<file path="config.mk">
export PLATFORM = sky130hd
export DESIGN_NAME = sqrt_rr_scheduler_flat
export DESIGN_NICKNAME = d
export VERILOG_FILES = /design/src/rtl/sqrt_rr_if.sv /design/src/rtl/sqrt_rr_scheduler.sv /design/src/flat_wrapper.sv
export SDC_FILE = /design/constraint.sdc
export NUM_CORES = 1
export LEC_CHECK = 0
export CORE_UTILIZATION = 40
export DETAILED_ROUTE_END_ITERATION = 16
export PLACE_DENSITY = 0.82
export RECOVER_POWER = 100
export SETUP_SLACK_MARGIN = 0.4
export SYNTH_ARGS = -nofsm -noshare
export SYNTH_HDL_FRONTEND = slang
export SYNTH_SLANG_ARGS = --single-unit
</file>
<file path="constraint.sdc">
create_clock -name clk -period 2.7 [get_ports clk]
set_input_delay 0.27 -clock clk [delete_from_list [all_inputs] [get_ports clk]]
set_output_delay 0.27 -clock clk [all_outputs]
set_load 0.03 [all_outputs]
</file>
<file path="src/rtl/sqrt_rr_if.sv">
// Bundle between the square-root scheduler, its client masters and the shared core.
// The master modport is the client/core side; the slave modport is the scheduler.
interface sqrt_rr_if #(
    parameter int N_REQ = 4
);
    localparam int IDW = (N_REQ > 1) ? $clog2(N_REQ) : 1;

    // Client request side
    logic [N_REQ-1:0]    req_valid;
    logic [32*N_REQ-1:0] req_radicand;
    logic [N_REQ-1:0]    req_ready;

    // Client response side
    logic [N_REQ-1:0]    resp_valid;
    logic [15:0]         resp_root;
    logic                resp_err;
    logic [IDW-1:0]      resp_id;

    // Shared core port
    logic                core_start;
    logic [31:0]         core_radicand;
    logic [31:0]         core_root;
    logic                core_busy;
    logic                core_done;

    // Statistics
    logic [15:0]         ops_count;

    modport master (
        output req_valid, req_radicand, core_root, core_busy, core_done,
        input  req_ready, resp_valid, resp_root, resp_err, resp_id,
               core_start, core_radicand, ops_count
    );

    modport slave (
        input  req_valid, req_radicand, core_root, core_busy, core_done,
        output req_ready, resp_valid, resp_root, resp_err, resp_id,
               core_start, core_radicand, ops_count
    );
endinterface

</file>
<file path="src/rtl/sqrt_rr_scheduler.sv">
// Round-robin scheduler sharing one iterative 32-bit square-root core among
// N_REQ requesters. One operation in flight; a watchdog aborts a WAIT that
// never sees core_done and returns an error response with root 0.
module sqrt_rr_scheduler #(
    parameter int N_REQ   = 4,
    parameter int TIMEOUT = 32
) (
    input  logic        clk,
    input  logic        rst,
    sqrt_rr_if.slave    bus
);
    localparam int IDW = (N_REQ > 1) ? $clog2(N_REQ) : 1;
    localparam int CW  = $clog2(TIMEOUT);
    localparam logic [CW-1:0]  WAIT_LAST  = CW'(TIMEOUT - 1);
    localparam logic [IDW-1:0] GRANT_INIT = IDW'(N_REQ - 1);

    typedef enum logic [1:0] {
        S_IDLE,
        S_ISSUE,
        S_WAIT,
        S_RESP
    } state_t;

    state_t          state;
    state_t          state_nxt;

    logic [IDW-1:0]  last_grant;
    logic [IDW-1:0]  id_q;
    logic [31:0]     rad_q;
    logic [CW-1:0]   wait_cnt;
    logic [15:0]     resp_root_q;
    logic            resp_err_q;
    logic [IDW-1:0]  resp_id_q;
    logic [15:0]     ops_q;

    logic            pick_found;
    logic [IDW-1:0]  pick_id;
    logic            start_ok;
    logic            wait_end;

    logic [N_REQ-1:0] ready_c;
    logic [N_REQ-1:0] resp_valid_c;
    logic             start_c;

    // The root of a 32-bit radicand fits in 16 bits; the core's upper bits are always zero.
    logic unused_root_hi;
    assign unused_root_hi = ^bus.core_root[31:16];

    // Round-robin search: first valid requester after the last one served.
    always_comb begin
        logic [IDW-1:0] cand;
        // NOTE: every variable written here gets a default first, so no latch is inferred.
        pick_found = 1'b0;
        pick_id    = last_grant;
        cand       = '0;
        for (int k = 1; k <= N_REQ; k++) begin
            cand = IDW'((int'(last_grant) + k) % N_REQ);
            if (!pick_found && bus.req_valid[cand]) begin
                pick_found = 1'b1;
                pick_id    = cand;
            end
        end
    end

    assign start_ok = pick_found && !bus.core_busy && !bus.core_done;
    assign wait_end = bus.core_done || (wait_cnt == WAIT_LAST);

    // State register.
    always_ff @(posedge clk) begin
        // NOTE: sequential state uses non-blocking assignment so every flop sees pre-edge values.
        if (rst) begin
            state <= S_IDLE;
        end else begin
            state <= state_nxt;
        end
    end

    // Next-state decode and the one-cycle handshake pulses.
    always_comb begin
        state_nxt    = state;
        ready_c      = '0;
        resp_valid_c = '0;
        start_c      = 1'b0;
        case (state)
            S_IDLE: begin
                if (start_ok) begin
                    state_nxt = S_ISSUE;
                end
            end
            S_ISSUE: begin
                ready_c[id_q] = 1'b1;
                start_c       = 1'b1;
                state_nxt     = S_WAIT;
            end
            S_WAIT: begin
                if (wait_end) begin
                    state_nxt = S_RESP;
                end
            end
            S_RESP: begin
                resp_valid_c[id_q] = 1'b1;
                state_nxt          = S_IDLE;
            end
            default: state_nxt = S_IDLE;
        endcase
    end

    // Operation datapath: latch request, run watchdog, capture result, bookkeeping.
    always_ff @(posedge clk) begin
        if (rst) begin
            last_grant  <= GRANT_INIT;
            id_q        <= '0;
            rad_q       <= '0;
            wait_cnt    <= '0;
            resp_root_q <= '0;
            resp_err_q  <= 1'b0;
            resp_id_q   <= '0;
            ops_q       <= '0;
        end else begin
            case (state)
                S_IDLE: begin
                    if (start_ok) begin
                        id_q  <= pick_id;
                        rad_q <= bus.req_radicand[32*int'(pick_id) +: 32];
                    end
                end
                S_ISSUE: begin
                    wait_cnt <= '0;
                end
                S_WAIT: begin
                    wait_cnt <= wait_cnt + 1'b1;
                    // A done arriving on the watchdog's last cycle still returns a good result.
                    if (bus.core_done) begin
                        resp_root_q <= bus.core_root[15:0];
                        resp_err_q  <= 1'b0;
                        resp_id_q   <= id_q;
                    end else if (wait_cnt == WAIT_LAST) begin
                        resp_root_q <= '0;
                        resp_err_q  <= 1'b1;
                        resp_id_q   <= id_q;
                    end
                end
                S_RESP: begin
                    last_grant <= id_q;
                    ops_q      <= ops_q + 16'd1;
                end
                default: ;
            endcase
        end
    end

    assign bus.req_ready     = ready_c;
    assign bus.core_start    = start_c;
    assign bus.core_radicand = rad_q;
    assign bus.resp_valid    = resp_valid_c;
    assign bus.resp_root     = resp_root_q;
    assign bus.resp_err      = resp_err_q;
    assign bus.resp_id       = resp_id_q;
    assign bus.ops_count     = ops_q;
endmodule
</file>
<file path="src/flat_wrapper.sv">
// flat-port wrapper written by rule: the top's interface ports become plain ports
module sqrt_rr_scheduler_flat 
#(
    parameter int N_REQ   = 4,
    parameter int TIMEOUT = 32
)
  (clk, rst, bus_req_valid, bus_req_radicand, bus_core_root, bus_core_busy, bus_core_done, bus_req_ready, bus_resp_valid, bus_resp_root, bus_resp_err, bus_resp_id, bus_core_start, bus_core_radicand, bus_ops_count);
  sqrt_rr_if #(.N_REQ(N_REQ)) bus_i ();
  input  logic clk;
  input  logic rst;
  input wire logic [$bits(bus_i.req_valid)-1:0] bus_req_valid;
  input wire logic [$bits(bus_i.req_radicand)-1:0] bus_req_radicand;
  input wire logic [$bits(bus_i.core_root)-1:0] bus_core_root;
  input wire logic [$bits(bus_i.core_busy)-1:0] bus_core_busy;
  input wire logic [$bits(bus_i.core_done)-1:0] bus_core_done;
  output wire logic [$bits(bus_i.req_ready)-1:0] bus_req_ready;
  output wire logic [$bits(bus_i.resp_valid)-1:0] bus_resp_valid;
  output wire logic [$bits(bus_i.resp_root)-1:0] bus_resp_root;
  output wire logic [$bits(bus_i.resp_err)-1:0] bus_resp_err;
  output wire logic [$bits(bus_i.resp_id)-1:0] bus_resp_id;
  output wire logic [$bits(bus_i.core_start)-1:0] bus_core_start;
  output wire logic [$bits(bus_i.core_radicand)-1:0] bus_core_radicand;
  output wire logic [$bits(bus_i.ops_count)-1:0] bus_ops_count;
  assign bus_i.req_valid = bus_req_valid;
  assign bus_i.req_radicand = bus_req_radicand;
  assign bus_i.core_root = bus_core_root;
  assign bus_i.core_busy = bus_core_busy;
  assign bus_i.core_done = bus_core_done;
  assign bus_req_ready = bus_i.req_ready;
  assign bus_resp_valid = bus_i.resp_valid;
  assign bus_resp_root = bus_i.resp_root;
  assign bus_resp_err = bus_i.resp_err;
  assign bus_resp_id = bus_i.resp_id;
  assign bus_core_start = bus_i.core_start;
  assign bus_core_radicand = bus_i.core_radicand;
  assign bus_ops_count = bus_i.ops_count;
  sqrt_rr_scheduler #(.N_REQ(N_REQ), .TIMEOUT(TIMEOUT)) u_core (.clk(clk), .rst(rst), .bus(bus_i));
endmodule
</file>
# Yosys cells after proc, flatten, opt, wreduce, memory -nomap -nowiden
# Index checks and enable logic that the tools add are counted.
# word_totals
register_bits,78
latchBits,0
mem_bits_rw,0
mem_bits_ro,0
inputBits,168
wordCells,77
memories,0
# classes
add_sub_neg,6
multipliers,0
div,0
n_lt_le_gt_ge,6
eq_ne,6
shifts,1
muxes,31
n_bitwise,0
reduce_logical,18
# op_table
op,count
variable part select 128 x 8 -> 32 bit,1
two-way mux 16 bit,2
"adder 16 x 1 -> 16 bit, second input constant",1
two-way mux 2 bit,8
"less-than comparator 2 x 3 -> 1 bit, second input constant",5
two-way mux 1 bit,12
case mux 5 bit (2 select lines),1
binary-select mux 1 bit (select 2 bit),4
two-way mux 4 bit,2
case mux 2 bit (4 select lines),1
logical AND 1 bit,6
AND reduction 2 bit,3
"adder 5 x 1 -> 5 bit, second input constant",1
"equality test 5 bit, second input constant",1
logical NOT 1 bit,5
"adder 2 x 1 -> 2 bit, second input constant",2
"adder 2 bit, second input constant",2
"equality test 2 bit, second input constant",2
"!= test 2 x 1 -> 1 bit, second input constant",2
nonzero test 2 bit,2
demux 1 bit (select 2 bit),1
"equality test 2 x 1 -> 1 bit, second input constant",1
">= comparator 2 x 1 -> 1 bit, second input constant",1
logical NOT 2 bit,1
logical OR 1 bit,1

# Depth between registers and ports, before layout
# Gate-level depths: netlist of run 1.
# depth
word_depth,17
mapped_depth,8
depth_no_buf,7

# Worst setup path before layout of run 1
# No wires, ideal clock.
# synth_timing
path_type,register to register
startpoint,reg u_core.wait_cnt[0]
endpoint,reg u_core.resp_root_q[10] (netlist: u_core.bus.resp_root[10])
setup_time_ns,0.065
arrival_time_ns,1.851
required_time_ns,2.635
setup_slack_ns,0.784
stages_incl_launch_ff,8
period_less_slack_ns,1.916
cell_sequence,dfxtp_1 -> ha_1 -> and3_1 -> ha_1 -> o21ai_1 -> clkbuf_1 -> a22oi_1 -> nor2_1
# synth_via
elab_chain_cells,3
# synth_rtl
item,line_no,source
from (decl),sqrt_rr_scheduler.sv:30,logic [CW-1:0] wait_cnt;
from (signal assigned),sqrt_rr_scheduler.sv:131,wait_cnt <= wait_cnt + 1'b1;
equality test 5 bit,sqrt_rr_scheduler.sv:137,end else if (wait_cnt == WAIT_LAST) begin
nonzero test 2 bit (no line),n/a,
AND reduction 2 bit (no line),n/a,
to (signal assigned),sqrt_rr_scheduler.sv:134,resp_root_q <= bus.core_root[15:0];
to (decl),sqrt_rr_scheduler.sv:31,logic [15:0] resp_root_q;
# No other way between the ends.
# A chain may end at the register's enable or synchronous reset.

# Worst setup path after layout of run 1
# layout_timing
startpoint,reg u_core.state[0]
endpoint,out bus_resp_valid[3]
# layout_via
elab_chain_cells,2
# layout_rtl
item,line_no,source
from (decl),sqrt_rr_scheduler.sv:24,state_t state;
from (signal assigned),sqrt_rr_scheduler.sv:74,state <= state_nxt;
equality test 2 bit,sqrt_rr_scheduler.sv:84,case (state)
two-way mux 4 bit,sqrt_rr_scheduler.sv:84,
to (decl),flat_wrapper.sv:17,output wire logic [$bits(bus_i.resp_valid)-1:0] bus_resp_valid;
# No other way between the ends.

==> results of run 1 <==
routing by layer:
metal,part of all wire (%),global-route usage [%],vias up
met4,2.3,9.98,0
met3,8.6,6.42,28
met1,41,29.0,2306
met5,0,0,-
met2,48,44.1,200
li1,-,-,2386
timing repair:
action	in CTS	in global routing
resized for setup	3	3
pin swaps	0	0
hold buffers	0	0
endpoints found under the setup margin	5	8
cell usage in the layout, fill, tap and decap left out, types with 2 or more instances in the layout:
master | synthesis | layout
and3b_1 | 3 | 2
a32oi_1 | 32 | 32
xor2_1 | 10 | 10
ha_1 | 7 | 6
buf_12 | 0 | 5
nand2_1 | 13 | 13
xnor2_1 | 4 | 4
dlygate4sd3_1 | 0 | 72
bufinv_16 | 0 | 3
dlygate4sd2_1 | 0 | 2
nand2b_1 | 7 | 7
nand3_1 | 71 | 71
clkdlybuf4s50_1 | 0 | 151
and3_1 | 8 | 8
o211ai_1 | 3 | 3
a22oi_1 | 17 | 17
nor2_1 | 43 | 43
dfxtp_1 | 78 | 78
a211oi_1 | 62 | 62
buf_4 | 0 | 7
mux2i_1 | 37 | 37
o21ai_0 | 2 | 4
nand4_1 | 6 | 6
nor3_1 | 3 | 3
clkbuf_8 | 0 | 10
clkbuf_1 | 38 | 3
inv_1 | 67 | 67
a21oi_1 | 8 | 8
nor3b_1 | 3 | 3
metrics by stage:
| stage | total power [mW] | hold slack, ns | instances | instance area [sq um] | utilization, % |
|---|---|---|---|---|---|
| final | 3.84 | 0.463 | 896 | 7090 | 65.4 |
| after global routing | 4.02 | 0.486 | 896 | 7090 | 65.4 |
| after CTS | 3.92 | 0.473 | 896 | 7110 | 65.6 |
| after detailed placement | 2.83 | 0.453 | 881 | 6870 | 63.4 |
| after global placement | 2.79 | 0.447 | 881 | 6870 | 63.4 |
| after floorplan | 2.19 | 0.416 | 553 | 4470 | - |
worst reg2reg max path: stages (launching register included):
cell	delay (ns)
dfxtp_1	0.46
nand2b_1	0.17
o21ai_0	0.17
a221oi_4	0.37
clkbuf_2	0.68
nand3_1	0.18
o211ai_1	0.13
final cells by class:
class                           count  area [sq um]  area share [%]
Tap cell                          140           175            2.47
Sequential cell                    78          1560            22.0
Clock buffer                       10           138            1.94
Multi-Input combinational cell    354          2440            34.4
Clock inverter                      5           106            1.50
Timing Repair Buffer              241          2420            34.1
Inverter                           68           255            3.60
power by group through the flow:
stage	registers, mW	logic [mW]	clock network (mW)
finish	1.36	1.39	1.09
floorplan	1.58	0.607	0
global placement	1.38	1.41	0
detailed placement	1.39	1.44	0
global route	1.38	1.49	1.15
CTS	1.37	1.44	1.11
registers in the layout (all words and copies together), names as in the netlist, 2 cells and up:
| name | cells |
|---|---|
| u_core.bus.ops_count | 16 |
| u_core.last_grant | 2 |
| u_core.wait_cnt | 5 |
| u_core.bus.resp_root | 16 |
| u_core.id_q | 2 |
| u_core.state | 2 |
| u_core.bus.resp_id | 2 |
| u_core.bus.core_radicand | 32 |
cell families (layout without fill, tap and decap cells):
family,Yosys count,count (layout),share of synthesized area [%]
compound gates,130,130,22.4
mux,38,38,8.54
buf+inv,121,324,10.9
fa+ha+maj,7,7,1.96
simple gates,165,165,18.6
flops,78,78,34.9
xor+xnor,14,14,2.74
Yosys cell counts, types with 2 or more instances:
master / instances / area share, %
nand2b_1: 7 / 0.98
nand2_1: 13 / 1.1
nand3_1: 71 / 8.0
o211ai_1: 3 / 0.50
a22oi_1: 17 / 2.9
inv_1: 67 / 5.6
buf_1: 5 / 0.42
dfxtp_1: 78 / 35
a21oi_1: 8 / 0.90
o21ai_1: 2 / 0.22
nand4_1: 6 / 0.84
xor2_1: 10 / 2.0
ha_1: 7 / 2.0
clkbuf_1: 38 / 3.2
a32oi_1: 32 / 6.3
and3b_1: 3 / 0.59
a211oi_1: 62 / 10
buf_6: 3 / 0.76
nor2_1: 43 / 3.6
mux2i_1: 37 / 8.3
o21ai_0: 2 / 0.22
and3_1: 8 / 1.1
nor3b_1: 3 / 0.50
buf_2: 7 / 0.78
nor3_1: 3 / 0.34
xnor2_1: 4 / 0.78
final timing paths:
check / startpoint / endpoint / slack [ns] / cells after the start
setup reg to reg: u_core.last_grant[0] / u_core.bus.core_radicand[30] / 0.48 / 6
hold / removal: u_core.bus.core_radicand[12] / u_core.bus.core_radicand[12] / 0.46 / 2
setup / recovery: u_core.state[0] / bus_resp_valid[3] / 0.38 / 3
hold reg to reg: u_core.bus.core_radicand[12] / u_core.bus.core_radicand[12] / 0.46 / 2
==> impl_metrics.py, run 1 <==
metrics = {
    "global_routing": {
        "grt_pass1_vias": 4756,
        "antenna_found_initial": 0,
        "grt_overflow_total": 0,
        "grtUsageTotal_pct": 25.1,
        "grt_pass1_wl_um": 23000,
        "grt_max_degree": 62,
    },
    "logic_synthesis": {
        "synth-edff-count": 0,
        "ys_types": 40,
        "synthCells": 553,
        "synth_seq_area_share_pct": 34.9,
        "async_flop_share_pct": 0,
        "postSynthNetCount": 728,
        "yosysWarnings": 0,
        "synth_ff_type": "dfxtp_1",
        "ys_seq_elements": 78,
        "syn_avg_cell_area_sq_um": 8.08,
        "syn_area_sq_um": 4470,
    },
    "pwr": {
        "leakagePower_nw": 3.04,
        "sw_frac_of_total_pct": 34.3,
        "power_density_nw_per_um2": 541,
        "p_sw_mw": 1.32,
        "ir_drop_v": 0.000392,
        "internal_power_mw": 2.52,
        "power_frac_comb_pct": 36.1,
        "power_frac_seq_pct": 35.6,
        "p_clk_share_pct": 28.3,
    },
    "floorplanning": {
        "dieArea_sq_um": 11600,
        "start_util_pct": 41.2,
        "pin_count": 244,
        "placeableCoreArea_sq_um": 10800,
        "die_x_um": 108,
        "rows": 38,
        "die_h_um": 108,
    },
    "worst_setup_path": {
        "cp_max_fo": 13,
        "cp_cell_sequence": "ha_2, and3_1, dlygate4sd3_1",
        "critPathKind": "register to primary output",
        "crit_path_end_kind": "primary output",
        "cpLargestDelayFamily": "buffers and inverters",
        "max_stage_delay_ns": 0.74,
        "critPathRequiredTime_ns": 2.43,
        "critPathArrivalTime_ns": 2.05,
        "crit_path_start_kind": "register",
        "crit_path_top_delay_cell": "dlygate4sd3_1",
        "path_buf_inv": 1,
    },
    "timing": {
        "finalCritPeriodShare_pct": 86.0,
        "relSlewSlack_pct": 41.5,
        "finalHoldViolCount": 0,
        "setup_violations": 0,
        "finalMaxSlewViolations": 0,
        "worst_slew_pin_slew_ns": 0.877,
        "fmax_mhz": 431,
        "rsz0062_at_grt": "yes",
        "clock_skew_ns": 0.00637,
        "fin_ws_ns": 0.379,
        "fin_setup_tns_ns": 0,
        "min_period_ns": 2.32,
    },
    "route": {
        "drc_errors": 0,
        "wl_um": 14900,
        "vias": 4920,
        "viasPerCell": 5.49,
        "ant_nets": 0,
        "dr.pass1.iters": 5,
        "drtIter0Drc": 318,
        "wl_per_cell_um": 16.6,
    },
    "clock_tree": {
        "cts_inserted_buffers": 9,
        "path_clk_slew_ns": 0.08,
        "clock_latency_ns": 0.34,
        "root_buffer": "clkbuf_8",
        "h-tree-depth": 3,
        "cts_setup_buffers": 0,
        "cts_tree": "built",
        "cts.path.max_buffers": 2,
        "clock_sinks": 78,
    },
    "outcome": {
        "status": "completed",
    },
    "min_path": {
        "hp-class": "register to register",
    },
    "finish": {
        "fillers": 895,
        "syn2layout_area_growth_pct": 58.7,
        "nNetsFinal": 927,
        "drive_above_1_share_pct": 5.16,
        "num_antenna_cells": 0,
    },
    "placed_design": {
        "dp_hpwl_um": 10900,
        "numPortBuffers": 227,
        "pre_cts_ws_ns": 0.310,
        "place_congestion": 0.841,
    },
    "run": {
        "drv_cap": 0,
    },
}
Power figures use the tool's default switching activity.
==> inputs of run 2 (changes only) <==
--- a/config.mk
+++ b/config.mk
@@ -5,6 +5,8 @@
 export SDC_FILE = /design/constraint.sdc
 export NUM_CORES = 1
 export LEC_CHECK = 0
+export CAP_MARGIN = 20
+export CORE_MARGIN = 2
 export CORE_UTILIZATION = 40
 export DETAILED_ROUTE_END_ITERATION = 16
 export PLACE_DENSITY = 0.82
==> run 2 against run 1 <==
Compared with the run above: total power shrank 2.2%; clock-buffer cell count is the same; die area is 3.7% higher; sequential cell count stayed put; core utilization shrank 0.56 points; worst setup slack better by 0.013 ns; critical path depth rose by 1; design area shrank 0.42%; clock skew grew 0.00095 ns; register-to-register slack worse by 0.08 ns.
==> impl_metrics.py, run 2 (synthesis results as in run 1) <==
metrics = {
    "outcome": {
        "status": "completed",
    },
    "route": {
        "dr.pass1.iters": 4,
        "wl_um": 15000,
        "vias": 4904,
        "ant_nets": 0,
        "drtIter0Drc": 397,
        "drc_errors": 0,
        "wl_per_cell_um": 16.7,
        "viasPerCell": 5.45,
    },
    "pwr": {
        "finalPower_mw": 3.75,
        "p_clk_share_pct": 26.9,
        "power_frac_comb_pct": 36.8,
        "internal_power_mw": 2.43,
        "ir_drop_v": 0.000400,
        "power_density_nw_per_um2": 532,
        "power_frac_seq_pct": 36.4,
        "p_sw_mw": 1.32,
        "leakagePower_nw": 3.02,
        "sw_frac_of_total_pct": 35.3,
    },
    "global_routing": {
        "antenna_found_initial": 0,
        "grt_pass1_wl_um": 22600,
        "grt_max_degree": 61,
        "grt_pass1_vias": 4756,
        "grtUsageTotal_pct": 23.8,
        "grt_overflow_total": 0,
    },
    "placed_design": {
        "dp.cells": 883,
        "place_congestion": 0.813,
        "pre_cts_ws_ns": 0.285,
        "dp_hpwl_um": 10900,
        "numPortBuffers": 227,
        "dpl-instance-area_sq_um": 6860,
    },
    "finish": {
        "largest_register_ffs": 32,
        "final_common_cell": "clkdlybuf4s50_1",
        "stdcell_count": 899,
        "syn2layout_area_growth_pct": 58.0,
        "num_antenna_cells": 0,
        "post-route-util_pct": 64.8,
        "nNetsFinal": 929,
        "stdcell_area_sq_um": 7060,
        "drive_above_1_share_pct": 5.40,
        "layout_common_cells": "clkdlybuf4s50_1 (150), dfxtp_1 (78), dlygate4sd3_1 (73), nand3_1 (71), inv_1 (67)",
    },
    "worst_setup_path": {
        "cp_cell_sequence": "inv_1, ha_1, and3b_1, dlygate4sd3_1",
        "critPathArrivalTime_ns": 2.04,
        "cp_max_fo": 5,
        "r2r_cells": 6,
        "critPathRequiredTime_ns": 2.43,
        "critPathKind": "register to primary output",
        "crit_path_start_kind": "register",
        "max_stage_delay_ns": 0.69,
        "crit_path_top_delay_cell": "dlygate4sd3_1",
        "crit_path_end_kind": "primary output",
    },
    "timing": {
        "finalCritPeriodShare_pct": 85.5,
        "fmax_mhz": 433,
        "rsz0062_at_grt": "yes",
        "relSlewSlack_pct": 40.6,
        "worst_slew_pin_slew_ns": 0.890,
        "min_period_ns": 2.31,
        "hold_ws_ns": 0.465,
        "finalHoldViolCount": 0,
        "setup_violations": 0,
        "fin_ws_ns": 0.392,
        "finalMaxSlewViolations": 0,
        "clock_skew_ns": 0.00732,
        "fin_setup_tns_ns": 0,
    },
    "floorplanning": {
        "pin_count": 244,
        "placeableCoreArea_sq_um": 10900,
        "die_x_um": 110,
        "dieArea_sq_um": 12000,
        "die_h_um": 110,
        "rows": 38,
        "start_util_pct": 41.0,
    },
    "clock_tree": {
        "root_buffer": "clkbuf_8",
        "clock_sinks": 78,
        "cts.path.max_buffers": 2,
        "cts_tree": "built",
        "cts_inserted_buffers": 9,
        "clock_latency_ns": 0.35,
        "h-tree-depth": 3,
        "cts_hold_buf": 0,
        "cts_setup_buffers": 0,
        "path_clk_slew_ns": 0.09,
    },
    "min_path": {
        "hp-class": "register to register",
        "hold_path_depth": 2,
    },
    "run": {
        "drv_cap": 0,
    },
}
[run 2: power groups by stage]
stage                     sequential, mW  combinational, mW  clock [mW]
after CTS                           1.37               1.44        1.04
after global placement              1.38               1.40           0
after floorplan                     1.58              0.607           0
final                               1.37               1.38        1.01
after global routing                1.38               1.48        1.08
after detailed placement            1.39               1.43           0
[run 2: layout make-up]
class / instances / area [sq um]
clock buffer: 10 / 138
clock inverter: 6 / 93.8
fill: 891 / 3830
inverter: 68 / 255
multi-input combinational: 354 / 2430
sequential: 78 / 1560
tap: 140 / 175
timing repair buffer: 243 / 2400
[run 2: worst max-delay path, delay by kind of cell, from the launching register on]
| kind | cells | cell delay, ns |
|---|---|---|
| flops | 1 | 0.42 |
| fa+ha+maj | 1 | 0.27 |
| buf+inv | 2 | 0.79 |
| simple gates | 1 | 0.20 |
[run 2: layer usage]
layer  track usage (%)  up-vias  share of wire (%)
met4              6.96        0                1.6
met5                 0        -                  0
met1              28.3     2280                 41
met3              8.48       18                9.9
met2              40.2      203                 47
li1                  -     2403                  -
[run 2: worst paths after layout]
| check | from | end | slack, ns |
|---|---|---|---|
| setup / recovery | u_core.state[1] | bus_req_ready[1] | 0.39 |
| hold / removal | u_core.bus.core_radicand[15] | u_core.bus.core_radicand[15] | 0.47 |
| setup reg to reg | u_core.last_grant[0] | u_core.bus.core_radicand[24] | 0.40 |
| hold reg to reg | u_core.bus.core_radicand[15] | u_core.bus.core_radicand[15] | 0.47 |
[run 2: timing repair]
| item | CTS | global route |
|---|---|---|
| pin swaps | 0 | 0 |
| gates resized for setup | 3 | 4 |
| endpoints found under the setup margin | 7 | 8 |
==> edit (settings of run 2) <==
The 4 states of `state_t` get a one-hot encoding in 4 bits.
--- a/src/rtl/sqrt_rr_scheduler.sv
+++ b/src/rtl/sqrt_rr_scheduler.sv
@@ -16,7 +16,7 @@
 
-    typedef enum logic [1:0] {
-        S_IDLE,
-        S_ISSUE,
-        S_WAIT,
-        S_RESP
+    typedef enum logic [3:0] {
+        S_IDLE  = 4'b0001,
+        S_ISSUE = 4'b0010,
+        S_WAIT  = 4'b0100,
+        S_RESP  = 4'b1000
     } state_t;
Formal check against the unedited RTL: same outputs for any inputs over 4 cycles, from zero or initial values and one cycle with rst high; so few cycles prove little.
==> edit against run 2 <==
  * Area after synthesis is 15% lower
  * Non-clock buffer count is 6 lower
  * Cell count is 18% lower
  * Die area is 15% lower
  * Setup slack worse by 0.036 ns
  * Cell area is 11% lower
  * Routed wire length is 13% lower
  * Sequential cell count is 2 higher
  * Highest routed layer is now met5
Power is not compared: it rests on default switching activity, and its combinational part moved more than twofold at a synthesized area within 25%.
==> edit: results (changes against run 2) <==
reg2reg end u_core.bus.ops_count[14]; Tightest Hold Check Type reg2reg; syn_area_per_cell 9.41 sq um (+16%); Place WS 0.304 ns (+0.0195 ns); clock latency on the worst-skew pair 0.35 ns (about the same); Vias/cell 5.31 (-2.6%); mux contribution to synthesized area 18.0% (+9.5 points); Worst path slowest cell or4b_2; Worst Max-Slew Pin Slew 0.848 ns (-0.0421 ns); port bufs 227 (unchanged); critical path type reg2out; Top Layer Used met5; leak pwr 2.73 nW; adder-cell share of the synthesized area 0.992% (-0.97 points); YS warnings 0 (unchanged); Final min period 2.34 ns (+0.0361 ns); htree depth 3 (unchanged); Seq/Total Area, Yosys 42.3% (+7.4 points); Total GRT Usage 24.0% (+0.26 points); antenna violations before repair 1 (+1); DRT iter0 DRCs 68 (-83%); DPL Wire Length 9.95 mm (-8.8%); Placer Congestion 0.811 (-0.31%); Placed Area 6170 sq um (-10%); hold_ws 0.456 ns (-0.00889 ns); placed cell count 722 (-18%); DR pass1 iterations 4 (unchanged); Critical Path Sink bus_req_ready[3]; CTS Buffer Depth 2 (unchanged); vias in the first global route 3883 (-18%); met1 Use GR 26.8% (-1.5 points); Synth top cells by count dfxtp_1, mux2i_1, nor2_1; Synth Area in Compound Gates 13.9% (-8.4 points); metal3 WL 1.09 mm (-26%); M2 GR Usage 44.1% (+3.9 points); Post-Layout Cell Count 738 (-18%); status finished clean; CTS Root Cell clkbuf_8; CP delay by family, top simple AND/OR/NAND/NOR gates; Synth area leaders dfxtp_1, mux2i_1, o221ai_1; R2R depth 6 (unchanged); Worst setup startpoint u_core.state[0]; Clock Skews 0.0105 ns (+0.00316 ns); post-cts resize count 12 (+9); post-synthesis xor/xnor area fraction 3.47% (+0.73 points); hold worst-path end u_core.bus.resp_err; Crit path arrival time 2.07 ns (+0.03 ns); Max stage delay on crit path 0.73 ns (+0.04 ns); Synth cell types 42 (+5.0%); M1 WL 4.93 mm (-20%); Hold Startpoint u_core.bus.resp_err; nets@finish 793 (-15%); first-pass GRT wire length 19.5 mm (-14%); wire per inst 17.6 microns (+5.5%); largest net degree at the start of global routing 65 (+6.6%); met2 WL 6.76 mm (-4.3%); synthesized net count 573 (-21%); largest family of logic cells by synthesized area multiplexers; layout cell share with drive strength beyond 1 4.31% (-1.1 points); met3 global-route usage 7.73% (-0.75 points)
[edit: cell count changes after synthesis, moves of 31 or more]
cell      change
nand3_1      -64
inv_1        -63
a211oi_1     -59
a32oi_1      -32
o221ai_1     +32
mux2i_1      +31
nand2_1      +31
[edit: area by class of cell]
type / instances / area (sq um)
well taps: 111 / 139
repair buffers: 237 / 2330
multi-input cells: 290 / 2020
clock buffers: 9 / 124
inverters: 4 / 15.0
clock inverters: 7 / 77.6
fillers: 733 / 2890
flip-flops and latches: 80 / 1600
[edit: worst reg2reg max path, stage by stage (launching register included)]
cell and delay, ns:
dfxtp_1 0.35, or4b_1 0.66, clkbuf_1 0.21, nor3_1 0.57, nand3_1 0.17, xor2_1 0.17, nor2_1 0.06
[edit: power by group through the flow]
stage	sequential, mW	clock [mW]	combinational, mW
3_3_place_gp	1.26	0	0.553
6_report	1.23	0.911	0.551
5_1_grt	1.24	0.978	0.585
3_5_place_dp	1.26	0	0.564
2_1_floorplan	1.32	0	0.178
4_1_cts	1.23	0.937	0.565
